`config.mk`:
```
export PLATFORM = sky130hd
export DESIGN_NAME = lf_mode_sequencer
export DESIGN_NICKNAME = d
export VERILOG_FILES = /design/src/rtl/lf_ctrl_pkg.sv /design/src/rtl/lf_cmd_slot.sv /design/src/rtl/lf_mode_sequencer.sv
export SDC_FILE = /design/constraint.sdc
export NUM_CORES = 1
export LEC_CHECK = 0
export BUFFER_PORTS_ARGS = -buffer_cell sky130_fd_sc_hd__buf_4
export CAP_MARGIN = 20
export CORE_ASPECT_RATIO = 0.5
export CORE_MARGIN = 1
export CORE_UTILIZATION = 24
export DETAILED_ROUTE_END_ITERATION = 7
export PLACE_DENSITY = 0.52
export SYNTH_ARGS = -nofsm -noshare
export SYNTH_HDL_FRONTEND = slang
export SYNTH_SLANG_ARGS = --single-unit
```
`constraint.sdc`:
```
create_clock -name pck0 -period 2.85 [get_ports pck0]
set_input_delay 0.4275 -clock pck0 [delete_from_list [all_inputs] [get_ports pck0]]
set_output_delay 0.4275 -clock pck0 [all_outputs]
set_load 0.03 [all_outputs]
```
`src/rtl/lf_ctrl_pkg.sv`:
```
// Shared constants for the LF mode sequencer: command opcodes, major-mode
// codes, sequencer states and the power-on defaults.
package lf_ctrl_pkg;

  localparam logic [3:0] FPGA_CMD_SET_CONFREG               = 4'd1;
  localparam logic [3:0] FPGA_CMD_SET_DIVISOR               = 4'd2;
  localparam logic [3:0] FPGA_CMD_SET_EDGE_DETECT_THRESHOLD = 4'd3;

  localparam logic [2:0] LF_READER      = 3'd0;
  localparam logic [2:0] LF_EDGE_DETECT = 3'd1;
  localparam logic [2:0] LF_PASSTHRU    = 3'd2;
  localparam logic [2:0] LF_ADC         = 3'd3;
  localparam logic [2:0] LF_OFF         = 3'd7;

  localparam int          GUARD_CYCLES_DEF  = 64;
  localparam int          SETTLE_CYCLES_DEF = 16;
  localparam int          DRAIN_TIMEOUT_DEF = 256;
  localparam logic [7:0]  DIV_DEFAULT_VAL   = 8'd95;
  localparam logic [7:0]  THR_DEFAULT_VAL   = 8'd127;
  localparam logic [11:0] CONF_RESET        = 12'h1C0;

  typedef enum logic [2:0] {
    IDLE,
    DRAIN,
    BLANK,
    COMMIT,
    SETTLE
  } seq_state_e;

  function automatic int max3(input int a, input int b, input int c);
    int m;
    m = (a > b) ? a : b;
    return (m > c) ? m : c;
  endfunction

endpackage

```
`src/rtl/lf_cmd_slot.sv`:
```
// One-deep holding register for commands that arrive while the sequencer is
// busy, with a sticky overflow flag for commands that find it occupied.
module lf_cmd_slot (
  input  logic        clk_i,
  input  logic        rst_i,
  input  logic        push_i,
  input  logic        pop_i,
  input  logic        clr_i,
  input  logic [15:0] word_i,
  output logic        full_o,
  output logic [15:0] word_o,
  output logic        overflow_o
);

  logic        full_q, full_d;
  logic        ovf_q, ovf_d;
  logic [15:0] word_q, word_d;
  logic        drop;

  // A push only loses data when the slot is occupied and not being drained.
  assign drop = push_i & full_q & ~pop_i;

  always_comb begin
    full_d = full_q & ~pop_i;
    word_d = word_q;
    if (push_i && !drop) begin
      full_d = 1'b1;
      word_d = word_i;
    end
    ovf_d = drop | (ovf_q & ~clr_i);
  end

  always_ff @(posedge clk_i) begin
    if (rst_i) begin
      full_q <= 1'b0;
      ovf_q  <= 1'b0;
      word_q <= '0;
    end else begin
      full_q <= full_d;
      ovf_q  <= ovf_d;
      word_q <= word_d;
    end
  end

  assign full_o     = full_q;
  assign word_o     = word_q;
  assign overflow_o = ovf_q;

endmodule

```
`src/rtl/lf_mode_sequencer.sv`:
```
// Command decoder for the LF image: applies cheap updates immediately and
// walks major-mode / divisor changes through drain, blank, commit and settle.
module lf_mode_sequencer
  import lf_ctrl_pkg::*;
#(
  parameter int         GUARD_CYCLES  = GUARD_CYCLES_DEF,
  parameter int         SETTLE_CYCLES = SETTLE_CYCLES_DEF,
  parameter int         DRAIN_TIMEOUT = DRAIN_TIMEOUT_DEF,
  parameter logic [7:0] DIV_DEFAULT   = DIV_DEFAULT_VAL,
  parameter logic [7:0] THR_DEFAULT   = THR_DEFAULT_VAL
) (
  input  logic        pck0,
  input  logic        rst,
  input  logic        cmd_valid,
  input  logic [15:0] cmd_word,
  input  logic        ssp_frame_in,
  input  logic        ovf_clr,
  output logic [11:0] conf_word,
  output logic [2:0]  major_mode,
  output logic        lf_field,
  output logic        lf_ed_toggle_mode,
  output logic [7:0]  divisor,
  output logic [7:0]  lf_ed_threshold,
  output logic        mute,
  output logic        busy,
  output logic        cmd_overflow
);

  localparam int CNT_W = $clog2(max3(GUARD_CYCLES, SETTLE_CYCLES, DRAIN_TIMEOUT)) + 1;
  localparam logic [CNT_W-1:0] CNT_ONE     = CNT_W'(1);
  localparam logic [CNT_W-1:0] DRAIN_LOAD  = CNT_W'(DRAIN_TIMEOUT - 1);
  localparam logic [CNT_W-1:0] GUARD_LOAD  = CNT_W'(GUARD_CYCLES - 1);
  localparam logic [CNT_W-1:0] SETTLE_LOAD = CNT_W'(SETTLE_CYCLES - 1);

  seq_state_e       state_q, state_d;
  logic [CNT_W-1:0] cnt_q, cnt_d;
  logic [11:0]      conf_q, conf_d;
  logic [7:0]       div_q, div_d;
  logic [7:0]       thr_q, thr_d;
  logic [11:0]      tgt_q, tgt_d;
  logic             tgt_conf_q, tgt_conf_d;

  logic        idle;
  logic        slot_full, slot_push, slot_pop;
  logic [15:0] slot_word, cmd_cur;
  logic        cmd_go;
  logic [3:0]  cmd_op;
  logic [11:0] cmd_data;

  // The held command always wins over a live strobe, which then refills the slot.
  assign idle      = (state_q == IDLE);
  assign slot_pop  = idle & slot_full;
  assign slot_push = cmd_valid & (~idle | slot_full);
  assign cmd_go    = idle & (slot_full | cmd_valid);
  assign cmd_cur   = slot_full ? slot_word : cmd_word;
  assign cmd_op    = cmd_cur[15:12];
  assign cmd_data  = cmd_cur[11:0];

  lf_cmd_slot u_slot (
    .clk_i      (pck0),
    .rst_i      (rst),
    .push_i     (slot_push),
    .pop_i      (slot_pop),
    .clr_i      (ovf_clr),
    .word_i     (cmd_word),
    .full_o     (slot_full),
    .word_o     (slot_word),
    .overflow_o (cmd_overflow)
  );

  always_comb begin
    state_d    = state_q;
    cnt_d      = (cnt_q != '0) ? cnt_q - CNT_ONE : cnt_q;
    conf_d     = conf_q;
    div_d      = div_q;
    thr_d      = thr_q;
    tgt_d      = tgt_q;
    tgt_conf_d = tgt_conf_q;
    case (state_q)
      IDLE: begin
        if (cmd_go) begin
          case (cmd_op)
            FPGA_CMD_SET_EDGE_DETECT_THRESHOLD: thr_d = cmd_data[7:0];
            FPGA_CMD_SET_CONFREG: begin
              if (cmd_data[8:6] == conf_q[8:6]) begin
                conf_d = cmd_data;
              end else begin
                tgt_d      = cmd_data;
                tgt_conf_d = 1'b1;
                state_d    = DRAIN;
                cnt_d      = DRAIN_LOAD;
              end
            end
            FPGA_CMD_SET_DIVISOR: begin
              if (cmd_data[7:0] != div_q) begin
                tgt_d      = {4'h0, cmd_data[7:0]};
                tgt_conf_d = 1'b0;
                state_d    = DRAIN;
                cnt_d      = DRAIN_LOAD;
              end
            end
            default: ;
          endcase
        end
      end
      DRAIN: begin
        if (!ssp_frame_in || cnt_q == '0) begin
          state_d = BLANK;
          cnt_d   = GUARD_LOAD;
        end
      end
      BLANK: begin
        if (cnt_q == '0) begin
          state_d = COMMIT;
          cnt_d   = '0;
        end
      end
      COMMIT: begin
        state_d = SETTLE;
        cnt_d   = SETTLE_LOAD;
        if (tgt_conf_q) begin
          conf_d = tgt_q;
          if (tgt_q[8:6] == LF_EDGE_DETECT) thr_d = THR_DEFAULT;
        end else begin
          div_d = tgt_q[7:0];
        end
      end
      SETTLE: begin
        if (cnt_q == '0) begin
          state_d = IDLE;
          cnt_d   = '0;
        end
      end
      default: state_d = IDLE;
    endcase
  end

  always_ff @(posedge pck0) begin
    if (rst) begin
      state_q    <= IDLE;
      cnt_q      <= '0;
      conf_q     <= CONF_RESET;
      div_q      <= DIV_DEFAULT;
      thr_q      <= THR_DEFAULT;
      tgt_q      <= '0;
      tgt_conf_q <= 1'b0;
    end else begin
      state_q    <= state_d;
      cnt_q      <= cnt_d;
      conf_q     <= conf_d;
      div_q      <= div_d;
      thr_q      <= thr_d;
      tgt_q      <= tgt_d;
      tgt_conf_q <= tgt_conf_d;
    end
  end

  assign mute              = (state_q == BLANK) || (state_q == COMMIT) || (state_q == SETTLE);
  assign busy              = ~idle;
  assign conf_word         = conf_q;
  assign major_mode        = conf_q[8:6];
  assign lf_field          = conf_q[0] & ~mute;
  assign lf_ed_toggle_mode = conf_q[1];
  assign divisor           = div_q;
  assign lf_ed_threshold   = thr_q;

endmodule

```
==> qor.csv <==
metric,value,unit
rows,31,
holdWs,0.336,ns
ant_nets,0,
crit_fanout,8,
fin_crit_sh,89.8,%
crit_family,simple AND/OR/NAND/NOR gates,
grt_pass1_wl,14.9,mm
core_area,14700,sq um
dp_slack,0.290,ns
cp_common_cell,buf_4,
finalHoldViolations,0,
start_kind,flip-flop,
drv_cap,0,
setup_viol,0,
fmax,0.391,GHz
synth_flop_cell,dfxtp_1,
die_y,89.5,um
crit_type,flip-flop to flip-flop,
finalMaxSlewViolations,0,
drtIter0Drc,217,
syn_area,3670,sq um
antenna_found_initial,0,
async_reset_ff_share,0,%
avgSynthCellArea,8.98,sq um
clk_pin_slew,0.06,ns
postCtsHoldBufs,0,
status,"finished, final reports clean",
grt_start_max_net_pins,54,
overflow,0,
gp_congestion,0.778,
clock-sinks,71,
h-tree-depth,3,
cp-startpoint,u_slot.full_o,
crit_path_top_delay_cell,dfxtp_1,
syn2layout_area_growth,23.7,%
cts_setup_buffers,0,
syn_nets,432,
min_period,2.56,ns
setup_slack,0.290,ns
critPathMaxStageDelay,0.57,ns
fin_nets,483,
dpl.hpwl,6.84,mm
required,3.04,ns
drive_gt1_share,26.7,%
finalClockSkew,0.00398,ns
cts_buffers,9,
powerDensity,688,nW/um^2
viasPerCell,4.63,
io_buffers,56,
clk_latency,0.33,ns
p_leak,1.77,nW
cts_tree,done,
drc_errors,0,
yosysSeqAreaShare,38.7,%
yosysWarnings,0,
reg2reg_from,u_slot.full_o,
finalSetupTns,0,ns
num_antenna_cells,0,
vias,3067,
syn_inst,409,
clock-root-buffer,clkbuf_16,
rsz0062_at_grt,no,
endpoint_kind,flip-flop,
wl,9.48,mm
start_util,25.0,%
path_cells,buf_4 > mux2i_2 > xnor2_1 > nor4_4 > a211oi_4 > buf_4 > nor2_2 > a311oi_1,
cts_resized,0,
wire_per_inst,14.3,um
synth_edf_count,0,
hp-class,input pin to flip-flop,
first_global_vias,2782,
vdd_drop_max,0.287,mV
ios,57,
yosysUniqueCellTypes,54,
track_usage,12.3,%
worst_pin_slew,0.728,ns
cp_num_buf_inv,2,
detail_route.first_pass.iterations,4,
dieArea,15800,sq um
finish.utilization,30.9,%
crit_arrival,2.75,ns
hp-start,cmd_word[4],
relSlewSlack,51.0,%
ys_ff_latch,71,
cts_buffer_depth,2,
die-width,177,um
[kinds of logic (layout without fill, tap and decap cells)]
logic type,Yosys count,after routing,share of synthesized area (%)
mux,29,29,8.55
buf+inv,39,94,5.65
fa+ha+maj,2,2,0.681
flops,71,71,38.7
xor+xnor,14,14,3.34
simple gates,152,152,24.2
compound gates,102,102,18.9
[power by group]
group,total [W],switching [W],leakage (nW),internal [W]
Combinational,0.000923,0.000526,1.06,0.000397
Sequential,0.00119,0.0000978,0.577,0.00109
Clock,0.00101,0.000415,0.138,0.000599
[worst min-delay path, cell delays in order]
cell and delay, ns:
buf_4 0.09, mux2i_1 0.05, nor2_1 0.07
[metrics by stage]
stage               total power, W  area [sq um]  instances
floorplan                  0.00191          3670        409
global placement           0.00214          4280        647
detailed placement         0.00213          4280        647
CTS                        0.00316          4550        662
global route               0.00333          4550        662
finish                     0.00313          4550        662
[registers in the layout, summed over array words and instances, names as in the netlist]
register,flops
u_slot.word_o,16
conf_word,12
tgt_q,12
cnt_q,9
divisor,8
lf_ed_threshold,8
state_q,3
tgt_conf_q,1
u_slot.full_o,1
u_slot.overflow_o,1
[cells in the mapped netlist (2+ instances only)]
master / number / area [sq um]
nor2_1: 35 / 131
nand2_1: 32 / 120
or4_1: 2 / 15.0
xnor2_1: 14 / 123
nor3_2: 15 / 150
a21oi_1: 26 / 130
o2bb2ai_1: 4 / 35.0
or3_1: 5 / 31.3
a211o_1: 19 / 166
a31oi_1: 7 / 43.8
nor3_1: 11 / 55.1
buf_6: 5 / 56.3
nand3b_1: 2 / 15.0
mux2i_2: 3 / 41.3
ha_1: 2 / 25.0
buf_4: 4 / 30.0
nand2b_1: 3 / 18.8
nor2b_1: 15 / 93.8
a221oi_1: 2 / 17.5
buf_2: 7 / 35.0
a311oi_1: 2 / 17.5
a211oi_1: 6 / 45.0
mux2i_1: 25 / 250
nor3b_1: 3 / 22.5
inv_1: 6 / 22.5
nor4_1: 2 / 12.5
clkbuf_1: 15 / 56.3
o21a_1: 9 / 67.6
o21ai_0: 19 / 95.1
nand3_1: 6 / 30.0
or2_2: 9 / 56.3
and3b_1: 2 / 17.5
dfxtp_1: 71 / 1420
[worst paths after layout]
kind	slack [ns]	end	cells past startpoint
max reg2reg	0.29	cnt_q[4]	8
max	0.29	cnt_q[4]	8
min	0.34	u_slot.word_o[4]	3
min reg2reg	0.45	conf_word[9]	2
[layout by cell type (no fill, tap or decap), drive strengths merged, types with 6 or more instances in the layout]
cell type,n
xnor2,14
nor2b,16
nand2,32
mux2i,29
nand3,6
a21oi,26
a211oi,7
o21a,9
nor3,27
a211o,19
dfxtp,71
o21ai,20
buf,72
inv,7
or2,9
a31oi,7
nor2,37
clkbuf,10
[layer usage]
layer  global-route usage (%)  part of all wire, %  vias to the layer above
li1                         -                    -                     1560
met5                        0                    0                        -
met4                     4.15                 0.98                        0
met1                     17.6                   53                     1447
met3                     3.49                  4.2                        7
met2                     17.5                   42                       53
[cell type report]
cell class / instances / area (sq um)
clock buffers: 10 / 239
clock inverters: 5 / 25.0
multi-input cells: 299 / 2050
inverters: 7 / 26.3
well taps: 198 / 248
fillers: 1535 / 10200
repair buffers: 72 / 541
flip-flops and latches: 71 / 1420
No activity file was read; power rests on OpenSTA's default activity.
